[config.mk]
export PLATFORM = sky130hd
export DESIGN_NAME = nibble_serial_adder
export DESIGN_NICKNAME = d
export VERILOG_FILES = /design/src/rtl/adder_pkg.sv /design/src/rtl/four_bit_adder.sv /design/src/rtl/nibble_serial_adder.sv
export SDC_FILE = /design/constraint.sdc
export NUM_CORES = 1
export LEC_CHECK = 0
export CAP_MARGIN = 20
export CORE_MARGIN = 2
export CORE_UTILIZATION = 35
export CTS_BUF_LIST = sky130_fd_sc_hd__clkbuf_8
export CTS_CLUSTER_DIAMETER = 80
export DETAILED_ROUTE_END_ITERATION = 10
export GPL_TIMING_DRIVEN = 0
export PLACE_DENSITY_LB_ADDON = 0.3
export SLEW_MARGIN = 10
export SYNTH_ARGS = -nofsm -noshare
export SYNTH_HDL_FRONTEND = slang
export SYNTH_SLANG_ARGS = --single-unit
export TNS_END_PERCENT = 10
[constraint.sdc]
create_clock -name clk -period 3.9 [get_ports clk]
set_clock_uncertainty 0.05 [all_clocks]
set_input_delay 0.78 -clock clk [delete_from_list [all_inputs] [get_ports clk]]
set_output_delay 0.78 -clock clk [all_outputs]
set_load 0.02 [all_outputs]
[src/rtl/adder_pkg.sv]
// Shared types and constants for the nibble-serial adder and its four-bit slice.
package adder_pkg;

    typedef enum logic [1:0] {
        IDLE,
        RUN,
        DONE
    } adder_state_t;

    localparam int NIBBLE_W = 4;

    function automatic int nibble_count(input int width);
        return width / NIBBLE_W;
    endfunction

endpackage

[src/rtl/four_bit_adder.sv]
// Combinational four-bit ripple-carry slice; with NIBBLE_SERIAL_ADDER_OVERFLOW_EN
// it also exposes the carry into bit 3 for signed-overflow detection.
module four_bit_adder
    import adder_pkg::*;
(
    input  logic                carryIn,
    input  logic [NIBBLE_W-1:0] x,
    input  logic [NIBBLE_W-1:0] y,
    output logic [NIBBLE_W-1:0] s,
    output logic                carryOut
`ifdef NIBBLE_SERIAL_ADDER_OVERFLOW_EN
    ,
    output logic                c3
`endif
);

    logic [NIBBLE_W:0] c;

    // NOTE: every output of a combinational block is assigned on every path,
    // otherwise synthesis infers a latch to hold the old value.
    always_comb begin
        c    = '0;
        s    = '0;
        c[0] = carryIn;
        for (int i = 0; i < NIBBLE_W; i++) begin
            s[i]   = x[i] ^ y[i] ^ c[i];
            c[i+1] = (x[i] & y[i]) | (c[i] & (x[i] ^ y[i]));
        end
    end

    assign carryOut = c[NIBBLE_W];

`ifdef NIBBLE_SERIAL_ADDER_OVERFLOW_EN
    assign c3 = c[NIBBLE_W-1];
`endif

endmodule

[src/rtl/nibble_serial_adder.sv]
// Multi-cycle adder: {carryOut, sum} = x + y + carryIn, one nibble per clock, LSB first.
// Optional signed-overflow output enabled by NIBBLE_SERIAL_ADDER_OVERFLOW_EN.
module nibble_serial_adder
    import adder_pkg::*;
#(
    parameter int WIDTH = 16
) (
    input  logic             clk,
    input  logic             rst_n,
    input  logic             inValid,
    output logic             inReady,
    input  logic [WIDTH-1:0] x,
    input  logic [WIDTH-1:0] y,
    input  logic             carryIn,
    output logic             outValid,
    input  logic             outReady,
    output logic [WIDTH-1:0] sum,
    output logic             carryOut
`ifdef NIBBLE_SERIAL_ADDER_OVERFLOW_EN
    ,
    output logic             overflow
`endif
);

    localparam int NIBBLES = nibble_count(WIDTH);
    localparam int CNT_W   = (NIBBLES > 1) ? $clog2(NIBBLES) : 1;
    localparam logic [CNT_W-1:0] LAST = CNT_W'(NIBBLES - 1);

    if ((WIDTH % NIBBLE_W) != 0 || WIDTH < NIBBLE_W) begin : g_bad_width
        $error("nibble_serial_adder: WIDTH must be a positive multiple of 4");
    end

    adder_state_t     state_q, state_d;
    logic [WIDTH-1:0] x_q, x_d, y_q, y_d, sum_q, sum_d;
    logic [CNT_W-1:0] cnt_q, cnt_d;
    logic             carry_q, carry_d, cout_q, cout_d, out_valid_q, out_valid_d;

    logic [NIBBLE_W-1:0] slice_s;
    logic                slice_c;

`ifdef NIBBLE_SERIAL_ADDER_OVERFLOW_EN
    logic ovf_q, ovf_d, slice_c3;
`endif

    four_bit_adder u_slice (
        .carryIn  (carry_q),
        .x        (x_q[cnt_q*NIBBLE_W +: NIBBLE_W]),
        .y        (y_q[cnt_q*NIBBLE_W +: NIBBLE_W]),
        .s        (slice_s),
        .carryOut (slice_c)
`ifdef NIBBLE_SERIAL_ADDER_OVERFLOW_EN
        ,
        .c3       (slice_c3)
`endif
    );

    always_comb begin
        state_d     = state_q;
        x_d         = x_q;
        y_d         = y_q;
        sum_d       = sum_q;
        cnt_d       = cnt_q;
        carry_d     = carry_q;
        cout_d      = cout_q;
        out_valid_d = out_valid_q;
`ifdef NIBBLE_SERIAL_ADDER_OVERFLOW_EN
        ovf_d       = ovf_q;
`endif
        case (state_q)
            IDLE: begin
                if (inValid) begin
                    x_d     = x;
                    y_d     = y;
                    carry_d = carryIn;
                    cnt_d   = '0;
                    state_d = RUN;
                end
            end
            RUN: begin
                // The carry only travels between nibbles through carry_q.
                sum_d[cnt_q*NIBBLE_W +: NIBBLE_W] = slice_s;
                carry_d = slice_c;
                cnt_d   = cnt_q + 1'b1;
                if (cnt_q == LAST) begin
                    cout_d      = slice_c;
                    out_valid_d = 1'b1;
                    state_d     = DONE;
`ifdef NIBBLE_SERIAL_ADDER_OVERFLOW_EN
                    ovf_d       = slice_c3 ^ slice_c;
`endif
                end
            end
            DONE: begin
                if (outReady) begin
                    out_valid_d = 1'b0;
                    state_d     = IDLE;
                end
            end
            default: state_d = IDLE;
        endcase
    end

    // NOTE: state updates use non-blocking assignments so every flop samples
    // the pre-edge value of every other flop, independent of statement order.
    always_ff @(posedge clk) begin
        if (!rst_n) begin
            state_q     <= IDLE;
            sum_q       <= '0;
            cnt_q       <= '0;
            carry_q     <= 1'b0;
            cout_q      <= 1'b0;
            out_valid_q <= 1'b0;
`ifdef NIBBLE_SERIAL_ADDER_OVERFLOW_EN
            ovf_q       <= 1'b0;
`endif
        end else begin
            state_q     <= state_d;
            sum_q       <= sum_d;
            cnt_q       <= cnt_d;
            carry_q     <= carry_d;
            cout_q      <= cout_d;
            out_valid_q <= out_valid_d;
`ifdef NIBBLE_SERIAL_ADDER_OVERFLOW_EN
            ovf_q       <= ovf_d;
`endif
        end
    end

    // NOTE: the operand latches are pure datapath, only read in RUN after being
    // loaded, so they carry no reset.
    always_ff @(posedge clk) begin
        x_q <= x_d;
        y_q <= y_d;
    end

    assign inReady  = (state_q == IDLE);
    assign outValid = out_valid_q;
    assign sum      = sum_q;
    assign carryOut = cout_q;
`ifdef NIBBLE_SERIAL_ADDER_OVERFLOW_EN
    assign overflow = ovf_q;
`endif

endmodule

# Yosys cells after proc, flatten, opt, wreduce, memory -nomap -nowiden
# Cells that the tools add are included.
totals:
  n_memories: 0
  out_inout_bits: 19
  regBits: 55
  input_bits: 37
  mem_bits_rw: 0
  mem_bits_ro: 0
  latchBits: 0
op_classes:
  eq_ne: 6
  shifts: 4
  add_sub_neg: 2
  bitwise: 20
  multipliers: 0
  div_mod_pow: 0
  reduce_logical: 8
  order_cmp: 0
  n_mux: 12
op_table:
  columns: ["operator", "n"]
  rows:
  - ["$neg 4->34", 1]
  - ["$shift 4x34->16 const A", 1]
  - ["$shiftx 4x34->16", 1]
  - ["$shiftx 16x5->4", 2]
  - ["$bwmux 16", 1]
  - ["$and 1x1->1", 8]
  - ["$mux 2", 4]
  - ["$xor 1x1->1", 8]
  - ["$ne 2x2->1 const B", 3]
  - ["$pmux 2 s3", 1]
  - ["$reduce_and 2->1", 3]
  - ["$reduce_and 3->1", 2]
  - ["$eq 2x2->1 const B", 2]
  - ["$or 1x1->1", 4]
  - ["$pmux 1 s2", 2]
  - ["$pmux 2 s2", 1]
  - ["$reduce_bool 2->1", 2]
  - ["$mux 1", 3]
  - ["$add 2x1->2 const B", 1]
  - ["$eq 2x1->1 const B", 1]
  - ["$logic_not 2->1", 1]

# Longest topological paths before layout
logic_depth:
  word_depth: 11
  mapped_depth: 11

# Cells and area by module
# From an unflattened synthesis, not the netlist that was laid out.
hier_totals:
  cells_unflattened: 165
  area_unflattened_um2: 2307.2
modules_own_cells:
  columns: ["module", "cells_each", "n_inst", "area_per_inst_um2", "seq_area_each_um2"]
  rows:
  - ["nibble_serial_adder", 151, 1, 2189.6, 1421.4]
  - ["four_bit_adder", 14, 1, 117.6, 0.0]

# Worst setup path after synthesis
# Ideal clock, no wire load.
synth_path:
  kind: "register to register"
  from: "register cnt_q[0]"
  to: "register sum_q[15], in the netlist sum[15]"
  t_required_ns: 3.758
  path_stages_with_launch: 11
  synth_period_minus_slack_ns: 2.965
  setup_slack_ns: 0.935
  arrival_time_ns: 2.823
  path_cell_list: "dfxtp_1 > buf_2 > mux4_2 > fa_1 > inv_1 > fa_1 > fa_1 > inv_1 > fa_1 > nand2_1 > o32ai_1"
synth_between:
  elab_chain_len: 11
synth_rtl:
  columns: ["element", "line_no", "text"]
  rows:
  - ["from (decl)", "nibble_serial_adder.sv:35", "logic [CNT_W-1:0] cnt_q, cnt_d;"]
  - ["from (signal assigned)", "nibble_serial_adder.sv:119", "cnt_q <= cnt_d;"]
  - ["$shiftx 16x5->4, on equally long branches", "nibble_serial_adder.sv:47, nibble_serial_adder.sv:48", null]
  - ["$xor 1x1->1", "four_bit_adder.sv:26, four_bit_adder.sv:27", null]
  - ["$and 1x1->1", "four_bit_adder.sv:27", "c[i+1] = (x[i] & y[i]) | (c[i] & (x[i] ^ y[i]));"]
  - ["$or 1x1->1", "four_bit_adder.sv:27", null]
  - ["$and 1x1->1", "four_bit_adder.sv:27", null]
  - ["$or 1x1->1", "four_bit_adder.sv:27", null]
  - ["$and 1x1->1", "four_bit_adder.sv:27", null]
  - ["$or 1x1->1", "four_bit_adder.sv:27", null]
  - ["$xor 1x1->1", "four_bit_adder.sv:26", "s[i] = x[i] ^ y[i] ^ c[i];"]
  - ["$shiftx 4x34->16", "nibble_serial_adder.sv:81", "sum_d[cnt_q*NIBBLE_W +: NIBBLE_W] = slice_s;"]
  - ["$bwmux 16 *", "nibble_serial_adder.sv:81", null]
  - ["to (signal assigned)", "nibble_serial_adder.sv:118", "sum_q <= sum_d;"]
  - ["to (decl)", "nibble_serial_adder.sv:34", "logic [WIDTH-1:0] x_q, x_d, y_q, y_d, sum_q, sum_d;"]
# Mark *: on every way between the ends. The rest lies on a longest branch, timed or not.
# A chain may end at the register's enable or synchronous reset.

# Final worst setup path
layout_path:
  from: "register cnt_q[0]"
  to: "register sum_q[7], in the netlist sum[7]"
# The elaborated chain is that of the path after synthesis.

==> results.sh <==
export IMPL_route_met3_wl_um=247
export IMPL_setup_tns_final_ns=0
export IMPL_cts_repair_timing_setup_buffer_count=0
export IMPL_shortest_period_the_worst_path_allows_ns=3.307
export IMPL_min_path_type="reg2reg"
export IMPL_clk_pin_slew_ns=0.09
export IMPL_design_core_area_um2=6314
export IMPL_ys_seq_area_share_pct=62.59
export IMPL_critPathKind="reg2reg"
export IMPL_cts_path_max_buffers=2
export IMPL_r2r_setup_slack_ns=0.59
export IMPL_place_port_buffers=54
export IMPL_crit_arrival_ns=3.46
export IMPL_start_util_pct=35.97
export IMPL_run_status="complete, no violations"
export IMPL_synthFlopType="sky130_fd_sc_hd__edfxtp_1"
export IMPL_timing_max_transition_violations_final=0
export IMPL_synthMostInstantiatedCell="sky130_fd_sc_hd__edfxtp_1"
export IMPL_die_w_um=84.55
export IMPL_syn_num_nets=210
export IMPL_number_of_global_route_vias_before_repair=1505
export IMPL_worst_slew_margin_rel_pct=52.10
export IMPL_timing_critical_path_required_ns=4.06
export IMPL_cap_violations=0
export IMPL_grt_max_degree=33
export IMPL_post_synthesis_cell_type_with_the_largest_combined_area="sky130_fd_sc_hd__edfxtp_1"
export IMPL_wl_per_cell_um=14.38
export IMPL_yosysUniqueCellTypes=31
export IMPL_timing_hold_violations_final=0
export IMPL_worst_slew_pin_slew_ns=0.7184
export IMPL_cts_bufs_inserted=5
export IMPL_regToRegStartpoint="cnt_q[0]"
export IMPL_setup_violations_final=0
export IMPL_critPathLaunchType="register"
export IMPL_fp_dieH_um=84.55
export IMPL_drtIter0Drc=61
export IMPL_netlist_area_leader_share_pct=42.31
export IMPL_remaining_drc_errors=0
export IMPL_clockRootBuffer="sky130_fd_sc_hd__clkbuf_8"
export IMPL_htreeDepth=2
export IMPL_p_leak_nw=1.037
export IMPL_gr_total_overflow=0
export IMPL_vias=1478
export IMPL_final_core_util_pct=47.78
export IMPL_finish_cell_count_without_fillers=302
export IMPL_hp_start="sum[10]"
export IMPL_synth_edf_count=32
export IMPL_fmaxAchievable_mhz=302.4
export IMPL_placed_cells=294
export IMPL_critical_path_endpoint_type="register"
export IMPL_layout_drive_gt1_share_pct=9.778
export IMPL_drt_met1_wl_mm=1.986
export IMPL_finalWorstSetupSlack_ns=0.5932
export IMPL_place_hpwl_mm=3.200
export IMPL_grt_antenna_before_repair=0
export IMPL_clock_latency_on_the_worst_skew_pair_ns=0.31
export IMPL_nNetsFinal=271
export IMPL_synth_area_per_cell_um2=13.93
export IMPL_std_cell_rows=29
export IMPL_antenna_cells=0
export IMPL_first_pass_grt_wire_length_mm=7.217
export IMPL_ys_warn_count=0
export IMPL_routed_wirelength_mm=4.342
export IMPL_holdBufCountCts=0
export IMPL_yosys_top_cells_area="sky130_fd_sc_hd__edfxtp_1 (42%), sky130_fd_sc_hd__dfxtp_1 (20%), sky130_fd_sc_hd__mux4_2 (7.9%), sky130_fd_sc_hd__nand2_1 (4.1%), sky130_fd_sc_hd__fa_1 (3.5%)"
export IMPL_cts_tree="done"
export IMPL_rsz_0062_raised_after_global_routing="no"
export IMPL_power_density_cell_area_nw_per_um2=389.7
export IMPL_critical_path_peak_fanout=10
export IMPL_grt_util_all_layers_pct=12.80
export IMPL_route_antenna_remaining_nets=0
export IMPL_area_growth_syn_to_layout_pct=32.84
export IMPL_cts_resized=0
export IMPL_drt_vias_per_instance=4.894
export IMPL_worst_slack_at_placement_ns=0.5521
export IMPL_synthesis_area_um2=2271
export IMPL_critical_path_startpoint="cnt_q[0]"
export IMPL_die_area_um2=7149
export IMPL_route_top_layer_used="met4"
export IMPL_drt_first_pass_iters=4
export IMPL_wl_met2_mm=2.054
export IMPL_cts_num_sinks=55
export IMPL_final_min_period_over_clock_period_pct=84.79
export IMPL_post_synthesis_sequential_element_count=55
export IMPL_place_gp_congestion=0.7316
export IMPL_ir_worst_vdd_mv=0.1800
export IMPL_synth_cells=163
export IMPL_pin_count=56
export IMPL_yosys_top_cells_count="sky130_fd_sc_hd__edfxtp_1 (32), sky130_fd_sc_hd__nand2_1 (25), sky130_fd_sc_hd__dfxtp_1 (23)"
export IMPL_postSynth_asyncResetShare_pct=0
export IMPL_fin_total_pwr_mw=1.176
==> critical path, cell delays in order, from the launching register on <==
cell	delay, ns
sky130_fd_sc_hd__dfxtp_1	0.47
sky130_fd_sc_hd__buf_2	0.36
sky130_fd_sc_hd__mux4_2	0.57
sky130_fd_sc_hd__fa_1	0.39
sky130_fd_sc_hd__inv_1	0.07
sky130_fd_sc_hd__fa_1	0.17
sky130_fd_sc_hd__fa_1	0.17
sky130_fd_sc_hd__inv_1	0.05
sky130_fd_sc_hd__fa_1	0.50
sky130_fd_sc_hd__nand2_1	0.12
sky130_fd_sc_hd__o32ai_1	0.28
==> flip-flops by register name, indices dropped and copies added, names as in the netlist <==
signal,count
outValid,1
state_q,2
sum,16
carryOut,1
y_q,16
cnt_q,2
x_q,16
carry_q,1
==> report_power, final <==
part	switching, mW	internal, mW	leakage (nW)
sequential	0.00926	0.643	0.491
combinational	0.0751	0.0800	0.495
clock	0.180	0.188	0.0517
==> layout make-up <==
type                            instances  area (um^2)
Fill cell                             613         3297
Sequential cell                        55         1421
Multi-Input combinational cell         91        780.7
Timing Repair Buffer                   54        540.5
Tap cell                               77        96.34
Clock buffer                            5        68.82
Clock inverter                          3        38.79
Inverter                               10        37.54
Buffer                                  7        32.53
==> kinds of logic (layout without fill, tap and decap cells) <==
logic type | Yosys count | count (layout) | synth area share (%)
flops | 55 | 55 | 62.59
buf+inv | 17 | 79 | 3.086
simple gates | 47 | 47 | 10.69
compound gates | 25 | 25 | 8.430
mux | 9 | 9 | 8.375
fa+ha+maj | 10 | 10 | 6.832
==> path summary, 6_finish.rpt <==
| kind | endpoint | cells past startpoint |
|---|---|---|
| hold reg to reg | sum[10] | 2 |
| setup reg to reg | sum[7] | 10 |
| hold / removal | sum[10] | 2 |
| setup / recovery | sum[7] | 10 |
==> per-stage QoR <==
step           hold slack [ns]  cell area [um^2]
2_1_floorplan           0.4673              2271
3_3_place_gp            0.4036              2908
3_5_place_dp            0.4078              2909
4_1_cts                 0.4215              3017
5_1_grt                 0.4465              3017
6_report                0.4156              3017
==> cell usage in the layout, fill, tap and decap left out, types with 2 or more instances in the layout <==
master,count
sky130_fd_sc_hd__edfxtp_1,32
sky130_fd_sc_hd__o32ai_1,8
sky130_fd_sc_hd__and2_1,4
sky130_fd_sc_hd__nand2_1,25
sky130_fd_sc_hd__ha_1,6
sky130_fd_sc_hd__nor2b_1,3
sky130_fd_sc_hd__dfxtp_1,23
sky130_fd_sc_hd__buf_2,2
sky130_fd_sc_hd__clkbuf_1,4
sky130_fd_sc_hd__clkbuf_8,5
sky130_fd_sc_hd__clkdlybuf4s50_1,54
sky130_fd_sc_hd__a21boi_0,4
sky130_fd_sc_hd__mux4_2,8
sky130_fd_sc_hd__nor3b_1,3
sky130_fd_sc_hd__inv_1,10
sky130_fd_sc_hd__o22ai_1,7
sky130_fd_sc_hd__nand2b_1,4
sky130_fd_sc_hd__fa_1,4
==> metal layers <==
layer  GRT usage, %  vias to the layer above
met2          20.19                       53
met5              0                        -
met1          17.55                      698
met4          3.896                        0
li1               -                      721
met3          3.245                        6
(Power assumes the default switching activity.)
